<file path="config.mk">
export PLATFORM = sky130hd
export DESIGN_NAME = cgra_mem_bank_ctrl
export DESIGN_NICKNAME = d
export VERILOG_FILES = /design/src/rtl/cgra_mem_bank_ctrl.sv
export SDC_FILE = /design/constraint.sdc
export NUM_CORES = 1
export LEC_CHECK = 0
export ABC_CLOCK_PERIOD_IN_PS = 1900
export BUFFER_PORTS_ARGS = -buffer_cell sky130_fd_sc_hd__buf_2
export CORE_MARGIN = 5
export CORE_UTILIZATION = 26
export DETAILED_ROUTE_END_ITERATION = 10
export GPL_TIMING_DRIVEN = 0
export PLACE_DENSITY = 0.75
export SYNTH_ARGS = -nofsm -noshare
export SYNTH_HDL_FRONTEND = slang
export SYNTH_SLANG_ARGS = --single-unit
</file>
<file path="constraint.sdc">
create_clock -name clk_i -period 1.9 [get_ports clk_i]
set_input_delay 0 -clock clk_i [delete_from_list [all_inputs] [get_ports clk_i]]
set_output_delay 0 -clock clk_i [all_outputs]
set_load 0.02 [all_outputs]
</file>
<file path="src/rtl/cgra_mem_bank_ctrl.sv">
// cgra_mem_bank_ctrl: controller in front of one single-port CGRA SRAM bank.
// Arbitrates the host bus (port 0) and the CGRA load/store unit (port 1) onto
// the bank, and parks the bank in retention after a run of idle cycles, waking
// it on demand before any access is issued.
//
// Ports:
//   clk_i, rst_ni                 clock, asynchronous active-low reset
//   retention_en_i                software enable for automatic retention
//   p_req_i/we/addr/wdata/be      per-port request payload (held until granted)
//   p_gnt_o                       per-port grant, combinational in the request cycle
//   p_rvalid_o, p_rdata_o         per-port response valid, shared read data
//   mem_*_o, mem_rdata_i          bank interface (1-cycle read latency)
//   mem_set_retentive_o           bank retention request, active high
//   retentive_o                   status: bank is retentive or still waking
module cgra_mem_bank_ctrl #(
  parameter  int unsigned NumWords   = 1024,
  parameter  int unsigned IdleCycles = 16,
  parameter  int unsigned WakeCycles = 2,
  localparam int unsigned AddrWidth  = (NumWords > 1) ? $clog2(NumWords) : 1
) (
  input  logic                      clk_i,
  input  logic                      rst_ni,
  input  logic                      retention_en_i,
  input  logic [1:0]                p_req_i,
  input  logic [1:0]                p_we_i,
  input  logic [1:0][AddrWidth-1:0] p_addr_i,
  input  logic [1:0][31:0]          p_wdata_i,
  input  logic [1:0][3:0]           p_be_i,
  output logic [1:0]                p_gnt_o,
  output logic [1:0]                p_rvalid_o,
  output logic [31:0]               p_rdata_o,
  output logic                      mem_req_o,
  output logic                      mem_we_o,
  output logic [AddrWidth-1:0]      mem_addr_o,
  output logic [31:0]               mem_wdata_o,
  output logic [3:0]                mem_be_o,
  output logic                      mem_set_retentive_o,
  input  logic [31:0]               mem_rdata_i,
  output logic                      retentive_o
);

  localparam int unsigned IdleW = (IdleCycles > 1) ? $clog2(IdleCycles) : 1;
  localparam int unsigned WakeW = $clog2(WakeCycles + 1);

  localparam logic [1:0] ST_ACTIVE    = 2'd0;
  localparam logic [1:0] ST_RETENTIVE = 2'd1;
  localparam logic [1:0] ST_WAKE      = 2'd2;

  logic [1:0]       state_q, state_d;
  logic [IdleW-1:0] idle_q, idle_d;
  logic [WakeW-1:0] wake_q, wake_d;
  logic             last_q, last_d;
  logic [1:0]       rvalid_q, rvalid_d;
  logic             rd_q, rd_d;

  logic       any_req;
  logic       grant_en;
  logic       winner;
  logic [1:0] gnt_c;
  logic       gnt_any;

  assign any_req = |p_req_i;

  // Grants are held off during reset so every output is quiet while rst_ni is low.
  assign grant_en = rst_ni && (state_q == ST_ACTIVE);

  // Power-state sequencing: idle run-length count, retention, timed wake-up.
  always_comb begin
    state_d = state_q;
    idle_d  = idle_q;
    wake_d  = wake_q;
    case (state_q)
      ST_ACTIVE: begin
        if (any_req || !retention_en_i) begin
          idle_d = '0;
        end else if (idle_q == IdleW'(IdleCycles - 1)) begin
          // A grant always clears the counter, so with IdleCycles >= 2 no
          // response can still be in flight when this branch is taken.
          idle_d  = '0;
          state_d = ST_RETENTIVE;
        end else begin
          idle_d = idle_q + IdleW'(1);
        end
      end
      ST_RETENTIVE: begin
        idle_d = '0;
        if (any_req || !retention_en_i) begin
          state_d = ST_WAKE;
          wake_d  = WakeW'(WakeCycles);
        end
      end
      ST_WAKE: begin
        idle_d = '0;
        if (wake_q <= WakeW'(1)) begin
          // Counter reaches 0 on entry to ACTIVE, the first grantable cycle.
          wake_d  = '0;
          state_d = ST_ACTIVE;
        end else begin
          wake_d = wake_q - WakeW'(1);
        end
      end
      default: begin
        state_d = ST_ACTIVE;
        idle_d  = '0;
        wake_d  = '0;
      end
    endcase
  end

  // Round-robin between two ports: on a tie the port not granted last wins.
  always_comb begin
    gnt_c  = 2'b00;
    winner = 1'b0;
    if (grant_en) begin
      case (p_req_i)
        2'b01: begin
          winner = 1'b0;
          gnt_c  = 2'b01;
        end
        2'b10: begin
          winner = 1'b1;
          gnt_c  = 2'b10;
        end
        2'b11: begin
          winner = ~last_q;
          gnt_c  = winner ? 2'b10 : 2'b01;
        end
        default: begin
          winner = 1'b0;
          gnt_c  = 2'b00;
        end
      endcase
    end
  end

  assign gnt_any = |gnt_c;

  // Response tracking: one rvalid per grant, one cycle later.
  always_comb begin
    last_d   = gnt_any ? winner : last_q;
    rvalid_d = gnt_c;
    rd_d     = gnt_any && !p_we_i[winner];
  end

  always_ff @(posedge clk_i or negedge rst_ni) begin
    if (!rst_ni) begin
      state_q  <= ST_ACTIVE;
      idle_q   <= '0;
      wake_q   <= '0;
      last_q   <= 1'b1;
      rvalid_q <= 2'b00;
      rd_q     <= 1'b0;
    end else begin
      state_q  <= state_d;
      idle_q   <= idle_d;
      wake_q   <= wake_d;
      last_q   <= last_d;
      rvalid_q <= rvalid_d;
      rd_q     <= rd_d;
    end
  end

  // Bank drive: winner's payload on a grant, all zero otherwise.
  assign p_gnt_o     = gnt_c;
  assign mem_req_o   = gnt_any;
  assign mem_we_o    = gnt_any ? p_we_i[winner]    : 1'b0;
  assign mem_addr_o  = gnt_any ? p_addr_i[winner]  : '0;
  assign mem_wdata_o = gnt_any ? p_wdata_i[winner] : '0;
  assign mem_be_o    = gnt_any ? p_be_i[winner]    : '0;

  assign p_rvalid_o  = rvalid_q;
  assign p_rdata_o   = rd_q ? mem_rdata_i : '0;

  assign mem_set_retentive_o = (state_q == ST_RETENTIVE);
  assign retentive_o         = (state_q != ST_ACTIVE);

endmodule

</file>
==> results_dict.tcl <==
set metrics [dict create \
    route.detailed.drc 0 \
    seq_power_share_pct 15.8 \
    synth_common_cells "o221a_1 (46), and2_1 (34), clkbuf_1 (11), dfrtp_1 (11), inv_1 (6)" \
    clk_pin_slew_ps 50 \
    slew_headroom_pct 55.3 \
    synth-edff-count 0 \
    die_h_um 84.0 \
    overflow 0 \
    critical_path_class "register to primary output" \
    rows 27 \
    hp-class "input pin to register" \
    worst_ep_arrival_time_ps 1760 \
    finalCritPeriodShare_pct 92.6 \
    vias 2199 \
    gp_congestion 0.868 \
    area_growth_pct 89.8 \
    internal-power_uw 1060 \
    syn_area_um2 1430 \
    initial_utilization_pct 26.4 \
    critPathCaptureType "primary output" \
    dp.final_hpwl_um 6060 \
    htree_levels 1 \
    routed_wl_um 7100 \
    ant_nets 0 \
    hold_ws_ps 61.5 \
    finalMaxSlewViolations 0 \
    p_per_area_nw_per_um2 746 \
    max_slew.worst_pin.slew_ps 661 \
    via_per_inst 4.92 \
    grt_max_degree 16 \
    yosysMostFrequentCell "o221a_1" \
    p_leak_uw 0.00155 \
    async_flop_share_pct 100 \
    min_path_cells 2 \
    wl_met1_um 2730 \
    synth_top_area_cell "o221a_1" \
    antenna_found_initial 0 \
    dp.cells 442 \
    fmax_mhz 568 \
    final-hold-violation-count 0 \
    yosys.area.top_type_share_pct 36.3 \
    instances_no_fill 447 \
    antenna-diode-count 0 \
    fin_crit_ps 1760 \
    grt_pass1_wl_um 10900 \
    clockRootBuffer "clkbuf_8" \
    peakVddDrop_uv 467 \
    numCtsBuffers 3 \
    port_buffers 216 \
    nFillCells 533 \
    synth_cell_type_count 34 \
    power_frac_comb_pct 70.5 \
    fin_skew_ps 1.03 \
    routed.top_layer "met4" \
    start_kind "register" \
    synth.avg_cell_area_um2 9.25 \
    setup_violations 0 \
    grt_usage_pct 18.3 \
    tns_ps 0 \
    path_max_fanout 10 \
    io_pins 217 \
    wl_met2_um 3710 \
    pre_cts_ws_ps 109 \
    rsz0062_at_grt "false" \
    switching_power_uw 963 \
    wl_met3_um 580 \
    cts.path.max_buffers 2 \
    yosysWarnings 0 \
    first_iter_violations 75 \
    synth_ff_type "dfrtp_1" \
    cts_tree "done" \
    core_area_um2 5410 \
    drive_above_1_share_pct 64.3 \
    grt_pass1_vias 2218 \
    synthTopCellsByArea "o221a_1 (36%), dfrtp_1 (19%), and2_1 (15%)" \
    die_w_um 84.0 \
    synth_seq_cells 12 \
    dieArea_um2 7060 \
    setup_slack_ps 141 \
    clock_sinks 12 \
    syn-num-nets 289 \
    critPathRequiredTime_ps 1900 \
    r2r_cells 5 \
    drt_first_pass_iters 4 \
    final_nets 511 \
    clock_latency_ps 240 \
    drv_cap 0 \
    status "finished, final reports clean" \
    p_clk_share_pct 13.7 \
    syn_inst 154 \
    avgRoutedWirePerCell_um 15.9 \
    total_power_uw 2020 \
    yosysSeqAreaShare_pct 21.2 \
    switching_share_pct 47.7 \
]
[power by group through the flow]
stage          Combinational [uW]  Sequential (uW)  Clock [uW]
2_1_floorplan                 865              327           0
3_3_place_gp                 1360              323           0
3_5_place_dp                 1380              324           0
4_1_cts                      1400              320         281
5_1_grt                      1540              324         301
6_report                     1420              319         276
[kinds of logic (layout without fill, tap and decap cells)]
group	count (synthesis)	count (layout)	share of synthesized area (%)
and+or+nand+nor	48	48	21.2
xor gates and xnor gates	1	1	0.615
adders and majority gates	4	4	3.51
muxes	1	1	0.702
buffers and inverters	26	247	8.34
DFF	12	12	21.2
AOI/OAI and AO/OA	62	62	44.5
[timing repair]
item / 4_1_cts / 5_1_grt
setup buffers: 0 / 0
hold buffers: 1 / 0
setup endpoints to repair: 47 / 48
endpoints found under the hold margin: 12 / 0
gates resized for setup: 5 / 22
[area by class of cell]
class / instances / area, um^2 / share of cell area, %
repair buffers: 217 / 1090 / 40.3
flip-flops and latches: 12 / 302 / 11.1
plain buffers: 20 / 125 / 4.63
clock buffers: 4 / 55.1 / 2.04
well taps: 72 / 90.1 / 3.33
inverters: 6 / 22.5 / 0.833
multi-input cells: 116 / 1020 / 37.7
[metal layers]
metal  vias up  global-route usage, %
met5         -                      0
met4         0                   4.24
met3         8                   3.55
met2       122                   34.4
met1      1005                   21.1
li1       1064                      -
[registers in the layout, summed over array words and instances (netlist names)]
signal,count
rd_q,1
idle_q,4
wake_q,2
state_q,2
p_rvalid_o,2
last_q,1
[cell usage in the layout (no fill, tap or decap), types with 2 or more instances in the layout]
cell      netlist  layout
dfrtp_1        11      11
a21oi_1         3       3
clkbuf_4        0       5
clkbuf_2        0       3
clkbuf_8        0       4
buf_1           2       2
nand3_1         3       2
o21ai_0         3       3
o221a_1        46      46
buf_6           2       3
ha_1            4       3
inv_1           6       6
clkbuf_1       11       3
and2_1         34      34
o31ai_1         2       2
buf_2           5     220
nand2_1         2       2
[final timing paths]
kind,from,endpoint,slack (ps)
max,state_q[0]$_DFFE_PN0P_,mem_wdata_o[27],140
min,p_req_i[1],p_rvalid_o[0]$_DFF_PN0_,60
max reg2reg,state_q[1]$_DFFE_PN0P_,wake_q[1]$_DFFE_PN0P_,250
min reg2reg,last_q$_DFFE_PN1P_,last_q$_DFFE_PN1P_,500
max in group asynchronous,rst_ni,last_q$_DFFE_PN1P_,1410
min in group asynchronous,rst_ni,state_q[1]$_DFFE_PN0P_,190
[through the flow]
stage	area, um^2	util [%]
after floorplan	1430	-
after global placement	2600	48.0
after detailed placement	2600	48.0
after CTS	2670	49.4
after global routing	2710	50.0
final	2710	50.0
[worst max-delay path: stages (launching register included)]
cell	delay, ps
dfrtp_1	400
inv_1	90
ha_2	220
nand3_2	110
buf_6	170
buf_6	140
o221a_1	220
buf_2	160
Power figures use the tool's default switching activity.
